[config.mk]
export PLATFORM = sky130hd
export DESIGN_NAME = fetch_unit
export DESIGN_NICKNAME = d
export VERILOG_FILES = /design/src/rtl/fetch_pkg.sv /design/src/rtl/fd_pipe_reg.sv /design/src/rtl/fetch_unit.sv
export SDC_FILE = /design/constraint.sdc
export NUM_CORES = 1
export LEC_CHECK = 0
export CAP_MARGIN = 10
export CORE_ASPECT_RATIO = 1.1
export CORE_MARGIN = 8
export CORE_UTILIZATION = 35
export DETAILED_ROUTE_END_ITERATION = 12
export GPL_ROUTABILITY_DRIVEN = 0
export PLACE_DENSITY = 0.63
export SKIP_CTS_REPAIR_TIMING = 1
export SLEW_MARGIN = 40
export SYNTH_ARGS = -nofsm -noshare
export SYNTH_HDL_FRONTEND = slang
export SYNTH_SLANG_ARGS = --single-unit
export TNS_END_PERCENT = 1
[constraint.sdc]
create_clock -name clk -period 4.6 [get_ports clk]
set_input_delay 0.92 -clock clk [delete_from_list [all_inputs] [get_ports clk]]
set_output_delay 0.92 -clock clk [all_outputs]
set_load 0.005 [all_outputs]
[src/rtl/fetch_pkg.sv]
// Shared types and constants for the fetch stage: FSM encoding, NOP word and
// the rule that marks an instruction as carrying a trailing immediate word.
package fetch_pkg;

    localparam logic [15:0] NOP          = 16'h0000;
    localparam int          IMM_FLAG_BIT = 15;

    typedef enum logic [1:0] {
        RST_LO = 2'd0,
        RST_HI = 2'd1,
        RUN    = 2'd2,
        IMM    = 2'd3
    } fetch_state_t;

    function automatic logic is_two_word(input logic [15:0] word);
        return word[IMM_FLAG_BIT];
    endfunction

endpackage

[src/rtl/fd_pipe_reg.sv]
// F/D pipeline register: bubble insertion beats a load, and with neither asserted
// every field holds. Bubble clears immediate and return address as well as valid.
module fd_pipe_reg
    import fetch_pkg::*;
#(
    parameter int PC_W = 32,
    parameter int IW   = 16
) (
    input  logic            clk,
    input  logic            rst,
    input  logic            load_i,
    input  logic            bubble_i,
    input  logic [IW-1:0]   instr_i,
    input  logic [IW-1:0]   imm_i,
    input  logic [PC_W-1:0] pc_next_i,
    output logic            valid_o,
    output logic [IW-1:0]   instr_o,
    output logic [IW-1:0]   imm_o,
    output logic [PC_W-1:0] pc_next_o
);

    logic            valid_q;
    logic [IW-1:0]   instr_q;
    logic [IW-1:0]   imm_q;
    logic [PC_W-1:0] pc_next_q;

    always_ff @(posedge clk) begin
        if (rst || bubble_i) begin
            valid_q   <= 1'b0;
            instr_q   <= IW'(NOP);
            imm_q     <= '0;
            pc_next_q <= '0;
        end else if (load_i) begin
            valid_q   <= 1'b1;
            instr_q   <= instr_i;
            imm_q     <= imm_i;
            pc_next_q <= pc_next_i;
        end
    end

    assign valid_o   = valid_q;
    assign instr_o   = instr_q;
    assign imm_o     = imm_q;
    assign pc_next_o = pc_next_q;

endmodule

[src/rtl/fetch_unit.sv]
// Fetch stage: loads the reset vector from imem words 0/1, then sequences PC and
// assembles one- or two-word instructions into the F/D register for decode.
module fetch_unit
    import fetch_pkg::*;
#(
    parameter int PC_W = 32,
    parameter int IW   = 16,
    parameter int AW   = 20
) (
    input  logic            clk,
    input  logic            rst,
    input  logic            pc_enb,
    input  logic            f_d_enb,
    input  logic            branch_taken,
    input  logic [PC_W-1:0] branch_target,
    input  logic [IW-1:0]   imem_rdata,
    output logic [AW-1:0]   imem_addr,
    output logic [PC_W-1:0] pc,
    output logic            fd_valid,
    output logic [IW-1:0]   fd_instr,
    output logic [IW-1:0]   fd_imm,
    output logic [PC_W-1:0] fd_pc_next
);

    fetch_state_t    state_q, state_d;
    logic [PC_W-1:0] pc_q, pc_d;
    logic [IW-1:0]   vec_lo_q, vec_lo_d;
    logic [IW-1:0]   hold_q, hold_d;
    logic [PC_W-1:0] pc_inc;

    logic            fd_load, fd_bubble;
    logic [IW-1:0]   fd_instr_in, fd_imm_in;

    assign pc_inc = pc_q + PC_W'(1);

    always_ff @(posedge clk) begin
        if (rst) begin
            state_q  <= RST_LO;
            pc_q     <= '0;
            vec_lo_q <= '0;
            hold_q   <= '0;
        end else begin
            state_q  <= state_d;
            pc_q     <= pc_d;
            vec_lo_q <= vec_lo_d;
            hold_q   <= hold_d;
        end
    end

    // A branch overrides a stall; a stall freezes PC, state and the held first word.
    always_comb begin
        state_d  = state_q;
        pc_d     = pc_q;
        vec_lo_d = vec_lo_q;
        hold_d   = hold_q;
        unique case (state_q)
            RST_LO: begin
                vec_lo_d = imem_rdata;
                state_d  = RST_HI;
            end
            RST_HI: begin
                pc_d    = PC_W'({imem_rdata, vec_lo_q});
                state_d = RUN;
            end
            RUN, IMM: begin
                if (branch_taken) begin
                    pc_d    = branch_target;
                    state_d = RUN;
                end else if (pc_enb) begin
                    pc_d = pc_inc;
                    if (state_q == IMM) begin
                        state_d = RUN;
                    end else if (is_two_word(imem_rdata)) begin
                        hold_d  = imem_rdata;
                        state_d = IMM;
                    end
                end
            end
            default: state_d = RST_LO;
        endcase
    end

    always_comb begin
        imem_addr   = pc_q[AW-1:0];
        fd_load     = 1'b0;
        fd_bubble   = 1'b0;
        fd_instr_in = (state_q == IMM) ? hold_q : imem_rdata;
        fd_imm_in   = (state_q == IMM) ? imem_rdata : '0;
        unique case (state_q)
            RST_LO: imem_addr = '0;
            RST_HI: imem_addr = AW'(1);
            RUN, IMM: begin
                if (branch_taken) begin
                    fd_bubble = 1'b1;
                end else if (!pc_enb || (state_q == RUN && is_two_word(imem_rdata))) begin
                    fd_bubble = f_d_enb;
                end else begin
                    fd_load = f_d_enb;
                end
            end
            default: imem_addr = '0;
        endcase
    end

    fd_pipe_reg #(.PC_W(PC_W), .IW(IW)) u_fd (
        .clk       (clk),
        .rst       (rst),
        .load_i    (fd_load),
        .bubble_i  (fd_bubble),
        .instr_i   (fd_instr_in),
        .imm_i     (fd_imm_in),
        .pc_next_i (pc_inc),
        .valid_o   (fd_valid),
        .instr_o   (fd_instr),
        .imm_o     (fd_imm),
        .pc_next_o (fd_pc_next)
    );

    assign pc = pc_q;

    // Advancing PC while F/D is held silently drops an instruction.
    a_no_drop: assert property (@(posedge clk) disable iff (rst)
        ((state_q == RUN || state_q == IMM) && !branch_taken) |-> !(pc_enb && !f_d_enb));

endmodule

# [Word level (Yosys, flattened, before mapping)]
# Cells that the tools add are included.
[totals] regBits=131 inputBits=53 out_inout_bits=117
[op_classes] n_reduce_logical=10 eq_ne=5 add_sub_neg=1 bitwise_logic=2 mux=17
[op_table] operator="32-bit two-way mux" n=2
[op_table] operator="32-bit one-hot mux with 2 select lines" n=1
[op_table] operator="20-bit one-hot mux with 2 select lines" n=1
[op_table] operator="32-bit by 1-bit adder with 32-bit output (second input constant)" n=1
[op_table] operator="16-bit two-way mux" n=2
[op_table] operator="2-bit two-way mux" n=4
[op_table] operator="1-bit two-way mux" n=6
[op_table] operator="2-bit one-hot mux with 3 select lines" n=1
[op_table] operator="5-bit AND reduction" n=1
[op_table] operator="2-bit equality test (second input constant)" n=2
[op_table] operator="4-bit != test (second input constant)" n=1
[op_table] operator="2-bit AND reduction" n=2
[op_table] operator="3-bit != test (second input constant)" n=1
[op_table] operator="2-bit by 1-bit equality test with 1-bit output (second input constant)" n=1
[op_table] operator="2-bit zero test" n=1
[op_table] operator="1-bit logical OR" n=2
[op_table] operator="1-bit NOT" n=2
[op_table] operator="2-bit nonzero test" n=1
[op_table] operator="2-bit OR reduction" n=1
[op_table] operator="1-bit logical AND" n=1
[op_table] operator="1-bit zero test" n=1

# [Logic depth before layout (Yosys ltp)]
# Gate-level depths: netlist (run 1).
[logic_depth] word_depth=7 mapped_depth=8

# [By module]
# A second synthesis (run 1) with hierarchy kept.
[unflattened] hier_cells=760 area_unflattened_um2=6552.5
[modules_own_cells] module="fetch_unit" cells_per_inst=550 area_each_um2=4212.8 seq_area_each_um2=1321.3 instances=1
[modules_own_cells] module="fd_pipe_reg" cells_per_inst=210 area_each_um2=2339.7 seq_area_each_um2=1301.2 instances=1

# [Least setup slack after synthesis (run 1)]
# No wires, ideal clock.
[synth_timing] path_type="input to register" start="in branch_taken" end="reg pc_q[13], in the netlist pc[13]" required_ns=4.483 n_path_buf=3 path_stages=7 path_slack_ns=2.279 t_arrival_ns=2.203 path_cell_list="buf_2 > nand2b_1 > clkbuf_2 > o22ai_2 > clkbuf_1 > nor2_1 > a32o_1"
[synth_via] elab_chain_cells=2 word_cells_on_any_way=4 classes_between="1 x eq/ne; 2 x mux; 1 x reduce/logical"
[synth_rtl] item="from (decl)" line="fetch_unit.sv:14" rtl="input logic branch_taken,"
[synth_rtl] item="32-bit two-way mux or 3-bit != test (tied branches)"
[synth_rtl] item="32-bit one-hot mux with 2 select lines or 2-bit AND reduction (tied branches)"
[synth_rtl] item="to (signal assigned)" line="fetch_unit.sv:44" rtl="pc_q <= pc_d;"
[synth_rtl] item="to (decl)" line="fetch_unit.sv:26" rtl="logic [PC_W-1:0] pc_q, pc_d;"
# Parallel ways exist; a longest one is shown, timed or not.
# A chain may end at the register's enable or synchronous reset.

# [Final worst setup path (run 1)]
[layout_timing] start="reg state_q[1]" end="out imem_addr[8]"
[layout_via] elab_chain_cells=2 word_cells_on_any_way=3 classes_between="1 x eq/ne; 1 x mux; 1 x reduce/logical"
[layout_rtl] item="from (decl)" line="fetch_unit.sv:25" rtl="fetch_state_t state_q, state_d;"
[layout_rtl] item="from (signal assigned)" line="fetch_unit.sv:43" rtl="state_q <= state_d;"
[layout_rtl] item="2-bit by 1-bit equality test with 1-bit output or 2-bit zero test (tied branches)" line="fetch_unit.sv:89" rtl="unique case (state_q)"
[layout_rtl] item="20-bit one-hot mux with 2 select lines *" line="fetch_unit.sv:89"
[layout_rtl] item="to (decl)" line="fetch_unit.sv:17" rtl="output logic [AW-1:0] imem_addr,"
# Mark *: on every way between the ends. The rest lies on a longest branch, timed or not.

==> results of run 1 <==
-- routing by layer --
metal / vias up / global-route usage (%) / routed length (um)
met3: 35 / 5.79 / 2060
li1: 3113 / - / -
met1: 3045 / 27.7 / 10300
met2: 289 / 31.3 / 10300
met4: 0 / 5.56 / 422
met5: - / 0 / 0
-- cell usage after synthesis, types with 2 or more instances --
library cell / number / area (sq um)
and4_1: 2 / 17.5
a2bb2oi_1: 2 / 17.5
o211ai_1: 4 / 30.0
a22o_1: 17 / 149
a22oi_1: 10 / 75.1
a32oi_1: 2 / 17.5
clkbuf_1: 44 / 165
a221oi_1: 2 / 17.5
or4_1: 3 / 22.5
nand2_1: 121 / 454
mux2i_1: 6 / 60.1
nor4_1: 4 / 25.0
nand2b_1: 2 / 12.5
a311oi_1: 18 / 158
a21oi_1: 63 / 315
o21ai_0: 28 / 140
a32o_1: 2 / 20.0
and3_1: 4 / 25.0
nor3_1: 11 / 55.1
a21o_1: 6 / 45.0
and2_1: 21 / 131
a31oi_1: 9 / 56.3
buf_1: 5 / 18.8
nand4_1: 17 / 106
o32ai_1: 4 / 35.0
o41ai_1: 3 / 26.3
buf_2: 17 / 85.1
inv_1: 10 / 37.5
nand4_2: 2 / 25.0
clkbuf_2: 2 / 10.0
xnor2_1: 11 / 96.3
dfxtp_1: 131 / 2620
nor2_1: 86 / 323
nand3_1: 36 / 180
a211o_1: 2 / 17.5
xor2_1: 16 / 140
or3_1: 4 / 25.0
nor2b_1: 3 / 18.8
o221a_2: 3 / 33.8
a211oi_1: 31 / 233
-- registers in the layout, summed over array words and instances, names as in the netlist --
signal / count
hold_q: 16
u_fd.imm_o: 16
pc: 32
vec_lo_q: 16
u_fd.valid_o: 1
state_q: 2
u_fd.instr_o: 16
u_fd.pc_next_o: 32
-- metrics by stage --
step	total power, mW	area, sq um	hold slack [ns]
final	3.30	8810	0.454
after global routing	3.42	8810	0.475
after CTS	3.31	8810	0.455
after detailed placement	1.80	8160	0.445
after global placement	1.79	8140	0.437
after floorplan	1.53	6290	0.437
-- power by group --
part	leakage (nW)	total, mW	switching (mW)	internal, mW
logic	1.60	0.492	0.262	0.231
clock network	0.307	1.52	0.550	0.967
registers	1.06	1.29	0.0923	1.19
-- kinds of logic (layout without fill, tap and decap cells) --
family / Yosys count / in the layout
AO/OA/AOI/OAI: 218 / 218
adder cells (fa/ha/maj): 1 / 1
AND/OR/NAND/NOR: 325 / 325
buffers and inverters: 78 / 226
multiplexers: 6 / 6
XOR/XNOR: 27 / 27
flip-flops: 131 / 131
-- worst max-delay path, stage by stage, from the launching register on --
cell and delay, ns:
dfxtp_1 0.30, buf_4 0.41, inv_1 0.34, nor2_1 0.22
clkdlybuf4s50_1 0.54
-- how the worst max path moves through the flow --
stage / startpoint / endpoint / cells after the start
floorplan: branch_taken / pc[13] / 7
detailed placement: branch_taken / pc[0] / 7
global placement: branch_taken / pc[0] / 7
finish: state_q[1] / imem_addr[8] / 4
global route: state_q[1] / imem_addr[18] / 4
CTS: state_q[1] / imem_addr[8] / 4
-- cell type report --
type                    instances  area share (%)
multi-input cells             577            38.4
clock buffers                  17            4.83
inverters                      10           0.426
flip-flops and latches        131            29.8
well taps                     238            3.38
clock inverters                15            2.60
repair buffers                184            20.6
==> summary.md, run 1 <==
| Metric | Value |
|---|---|
| Status | `completed` |
| H-tree depth | `4` |
| Dpl cells | `1140` |
| Via-per-instance ratio | `around 5.5` |
| Worst slew pin tran | `0.747 ns` |
| Xor and xnor area share after synthesis | `3.76%` |
| Multi-input gate area | `3380 sq um` |
| CP Launch Type | `register` |
| # setup viols final | `0` |
| Mapped Area | `between 6000 and 7000 sq um` |
| FF-to-FF End | `pc[28]` |
| GRT Overall Usage | `20.5%` |
| Relative slew slack | `between 40% and 50%` |
| DRC viols | `0` |
| Clk_lat worst skew | `between 0.4 and 0.5 ns` |
| Clk sink count | `131` |
| Critical Path AT | `2.23 ns` |
| Final hold violation count | `0` |
| Max_cap viols | `0` |
| Compound-gate portion of the synthesized area | `approximately a quarter` |
| Routed Wire Length | `between 20000 and 25000 um` |
| Final TNS setup | `0 ns` |
| Post-Syn Area per Cell | `about 8 sq um` |
| Area growth from synthesis to layout | `40.2%` |
| Synth Area in Adders | `0.199%` |
| Most frequent cells in the layout | `clkdlybuf4s50_1 (169), dfxtp_1 (131), nand2_1 (121), nor2_1 (83), a21oi_1 (63)` |
| CTS tree | `built` |
| Power Density | `approximately 370 nW/um^2` |
| Core box area | `approximately 18000 sq um` |
| Die area | `22500 sq um` |
| WHS Endpoint | `u_fd.imm_o[2]` |
| Number of synthesized register bits | `131` |
| Hold depth | `2` |
| Nets | `975` |
| Flip-flop and latch area | `2620 sq um` |
| Ys Warns | `0` |
| Post-DP HPWL | `between 15000 and 20000 um` |
| Average routed wire per standard cell | `a little under 20 um` |
| Post-Layout Cell Count | `about 1.2k` |
| Final min period | `3.15 ns` |
| Vias | `about 6.5k` |
| Die height | `between 150 and 200 um` |
| Synth Area in Simple Gates | `between 20% and 30%` |
| Port bufs | `between 150 and 200` |
| Required time worst endpoint | `approximately 3.7 ns` |
| CP Capture Type | `output pin` |
| Largest net degree at the start of global routing | `73` |
| First-pass GRT wire length | `about 36000 um` |
| Crit Path Class | `register to output pin` |
| Register area share after synthesis | `a little over two fifths` |
| Mapped Cells | `roughly 800` |
| Root Buffer | `clkbuf_16` |
| FFs w/ async S/R, synth | `0%` |
| Main flop type after synthesis | `dfxtp_1` |
| 1st-iter DRT viols | `629` |
| Diode count | `0` |
| RSZ-0062 raised after global routing | `no` |
| Clock skew | `between 0.009 and 0.01 ns` |
| Leakage power figure | `~3 nW` |
| GR Overflow Total | `0` |
| Fin. max-slew vios | `0` |
| Reg clk slew, reported paths | `roughly 0.060 ns` |
| Final cycle utilization of the critical path | `roughly two thirds` |
| # rows | `a little over 50` |
| Final core utilization | `about half` |
| FF-to-FF Start | `pc[0]` |
| Pre-CTS setup slack | `1.43 ns` |
| Post-synth cell types | `slightly above 60` |
| Die width | `between 100 and 150 um` |
| CP max FO | `44` |
| Peak Freq | `317 MHz` |
| PnR worst setup slack | `around 1.4 ns` |
| ANT nets after route | `0` |
| Initial antenna violation count | `0` |
| Post-synth EDFFs | `0` |
| Starting Density | `roughly 36%` |
| Number of global-route vias before repair | `a little over 6k` |
| Flop2flop setup slack | `between 2 and 2.5 ns` |
| VDD IR max | `~270 uV` |
| Path depth of the worst reg2reg path | `6` |
| Commonest non-fill, non-tap cell in the layout | `clkdlybuf4s50_1` |
| CTS max path bufs | `2` |
| Hold path startpoint | `u_fd.imm_o[2]` |
| Min-Delay Path Class | `register to register` |
| Net count after synthesis | `840` |
| Largest family of logic cells by synthesized area | `simple AND/OR/NAND/NOR gates` |
| DRT Pass-1 Iters | `5` |
| Fill cell count | `approximately 1.8k` |
| Layout cells sized above 1 | `under 10%` |
| Multiplexer share of the synthesized area | `less than 1%` |
| Count of boundary I/O pins | `between 150 and 200` |
| TritonCTS Buffers | `17` |
Note: power is estimated with default switching activity, not from simulation.
==> run 2: changes to the inputs <==
- PLACE_DENSITY: 0.63 -> 0.65
- clock period: 4.6 -> 2.85 ns (I/O delays scaled with it)
==> run 2 against run 1 <==
Effect of this change: global-route usage rose by 0.28 points; sequential share of layout area shrank 0.55 points; cell area grew 1.9%; final cell count rose by 1.6%; sequential power is 59% higher; critical path type unchanged; power up 64%; clock skew down 0.0041 ns; worst setup slack got worse by 1.2 ns; combinational power rose by 75%; via count increased by 1.5%; die area stayed put.
==> summary.md, run 2 (synthesis results as in run 1) <==
| Metric | Value |
|---|---|
| Post-DP HPWL | `16900 um (+3.2%)` |
| Power Density | `604 nW/um^2 (+61%)` |
| Die width | `144 um (unchanged)` |
| FF-to-FF End | `pc[24]` |
| Root Buffer | `clkbuf_16` |
| H-tree depth | `4 (unchanged)` |
| Min-Delay Path Class | `register to register` |
| CTS max path bufs | `2 (unchanged)` |
| Post-Layout Cell Count | `1191 (+1.6%)` |
| Die height | `157 um (unchanged)` |
| # rows | `51 (unchanged)` |
| Die area | `22500 sq um (unchanged)` |
| Diode count | `0 (unchanged)` |
| First-pass GRT wire length | `36100 um (+1.6%)` |
| DRC viols | `0 (unchanged)` |
| Pre-CTS setup slack | `0.347 ns (-1.08 ns)` |
| Status | `completed` |
| 1st-iter DRT viols | `549 (-13%)` |
| Crit Path Class | `register to output pin` |
| Starting Density | `35.6% (unchanged)` |
| FF-to-FF Start | `pc[1]` |
| Count of boundary I/O pins | `170 (unchanged)` |
| GRT Overall Usage | `20.8% (+0.28 points)` |
| Crit. Startpoint | `state_q[1]` |
| Dpl cells | `1159 (+1.7%)` |
| Peak Freq | `382 MHz` |
| TritonCTS Buffers | `17 (unchanged)` |
| CTS tree | `built` |
| Largest net degree at the start of global routing | `89 (+22%)` |
| Final hold violation count | `0 (unchanged)` |
| Path depth of the worst reg2reg path | `6 (unchanged)` |
| Fin. max-slew vios | `0 (unchanged)` |
| Layout cells sized above 1 | `8.29% (+1.3 points)` |
| Final cycle utilization of the critical path | `a little over 90%` |
| Worst hold slack | `0.449 ns (-0.00536 ns)` |
| Most frequent cells in the layout | `clkdlybuf4s50_1 (169), dfxtp_1 (131), nand2_1 (121), nor2_1 (85), a21oi_1 (63)` |
| Via-per-instance ratio | `5.52 (-0.12%)` |
| Max_cap viols | `0 (unchanged)` |
| CP max FO | `15 (-66%)` |
| ANT nets after route | `0 (unchanged)` |
| Worst slew pin tran | `0.678 ns (-0.0683 ns)` |
| CP Capture Type | `output pin` |
| Commonest non-fill, non-tap cell in the layout | `clkdlybuf4s50_1` |
| Port bufs | `169 (unchanged)` |
| Number of global-route vias before repair | `6204 (+1.8%)` |
| Leakage power figure | `3.09 nW (+3.9%)` |
| Clk_lat worst skew | `0.43 ns (about the same)` |
| Final TNS setup | `0 ns (unchanged)` |
| Core box area | `17700 sq um (unchanged)` |
| Initial antenna violation count | `0 (unchanged)` |
| Worst setup path end | `imem_addr[0]` |
| RSZ-0062 raised after global routing | `no` |
| Total power | `5.42 mW (+64%)` |
| Nets | `994 (+1.9%)` |
| Area growth from synthesis to layout | `42.8%` |
| Average routed wire per standard cell | `19.8 um (+0.25%)` |
| Clk sink count | `131 (unchanged)` |
| Required time worst endpoint | `2.28 ns (-1.40 ns)` |
| Critical Path AT | `2.05 ns (-0.18 ns)` |
| Reg clk slew, reported paths | `0.06 ns (about the same)` |
| PnR worst setup slack | `0.233 ns (-1.21 ns)` |
| DRT Pass-1 Iters | `5 (unchanged)` |
| Routed Wire Length | `23600 um (+1.9%)` |
| Final min period | `approximately 2.6 ns` |
| VDD IR max | `437 uV (+64%)` |
| CP Launch Type | `register` |
| Relative slew slack | `54.7% (+5.0 points)` |
| GR Overflow Total | `0 (unchanged)` |
| Vias | `6579 (+1.5%)` |
| Flop2flop setup slack | `0.42 ns (-1.62 ns)` |
| # setup viols final | `0 (unchanged)` |
| Clock skew | `0.00538 ns (-0.00410 ns)` |
## run 2: cell count changes in the layout (fill, tap and decap cells not counted), moves of 2 or more
| cell | before | now |
|---|---|---|
| buf_12 | 1 | 3 |
| buf_4 | 14 | 31 |
| clkbuf_1 | 0 | 3 |
| clkbuf_8 | 0 | 2 |
| clkinv_2 | 1 | 3 |
| clkinvlp_4 | 4 | 2 |
| inv_6 | 4 | 0 |
| nor2_1 | 83 | 85 |
| nor2_2 | 3 | 1 |
## run 2: cell type report
cell class / instances / area, sq um
well taps: 238 / 298
clock buffers: 22 / 464
flip-flops and latches: 131 / 2620
multi-input cells: 577 / 3370
repair buffers: 203 / 1980
inverters: 10 / 41.3
fillers: 1731 / 8700
clock inverters: 10 / 203
## run 2: worst min path at each step
stage | endpoint | depth (start not counted) | slack (ns) | start
3_3_place_gp | u_fd.imm_o[7] | 2 | 0.44 | u_fd.imm_o[7]
5_1_grt | hold_q[10] | 2 | 0.47 | hold_q[10]
4_1_cts | u_fd.imm_o[7] | 2 | 0.45 | u_fd.imm_o[7]
3_5_place_dp | u_fd.imm_o[2] | 2 | 0.44 | u_fd.imm_o[2]
2_1_floorplan | hold_q[0] | 2 | 0.44 | hold_q[0]
6_report | u_fd.imm_o[7] | 2 | 0.45 | u_fd.imm_o[7]
## run 2: per-stage QoR
stage / util, % / area, sq um
floorplan: - / 6290
global placement: 47.0 / 8310
detailed placement: 47.0 / 8310
CTS: 50.8 / 8970
global route: 50.8 / 8980
finish: 50.8 / 8980
## run 2: critical path, stage by stage (launching register included)
cell	delay, ns
dfxtp_1	0.32
buf_4	0.20
clkinvlp_4	0.32
nand2_1	0.20
nand2_1	0.10
clkdlybuf4s50_1	0.47
## run 2: where the power goes
group / switching [mW] / internal (mW) / leakage [nW]
clock: 0.824 / 1.68 / 0.324
combinational: 0.453 / 0.407 / 1.70
sequential: 0.129 / 1.93 / 1.06
total: 1.41 / 4.01 / 3.09
## run 2: metal layers
layer  part of all wire, %  global-route usage, %  vias up
met1                    44                   27.3     3103
met4                   2.2                   7.67        0
li1                      -                      -     3147
met3                   9.9                   6.73       35
met5                     0                      0        -
met2                    44                   31.1      294
==> run 3: changes to the inputs <==
- ABC_CLOCK_PERIOD_IN_PS: unset -> 2850
==> results of run 3 <==
Same layout as run 2: the final DEF is identical, and so are final timing and power.
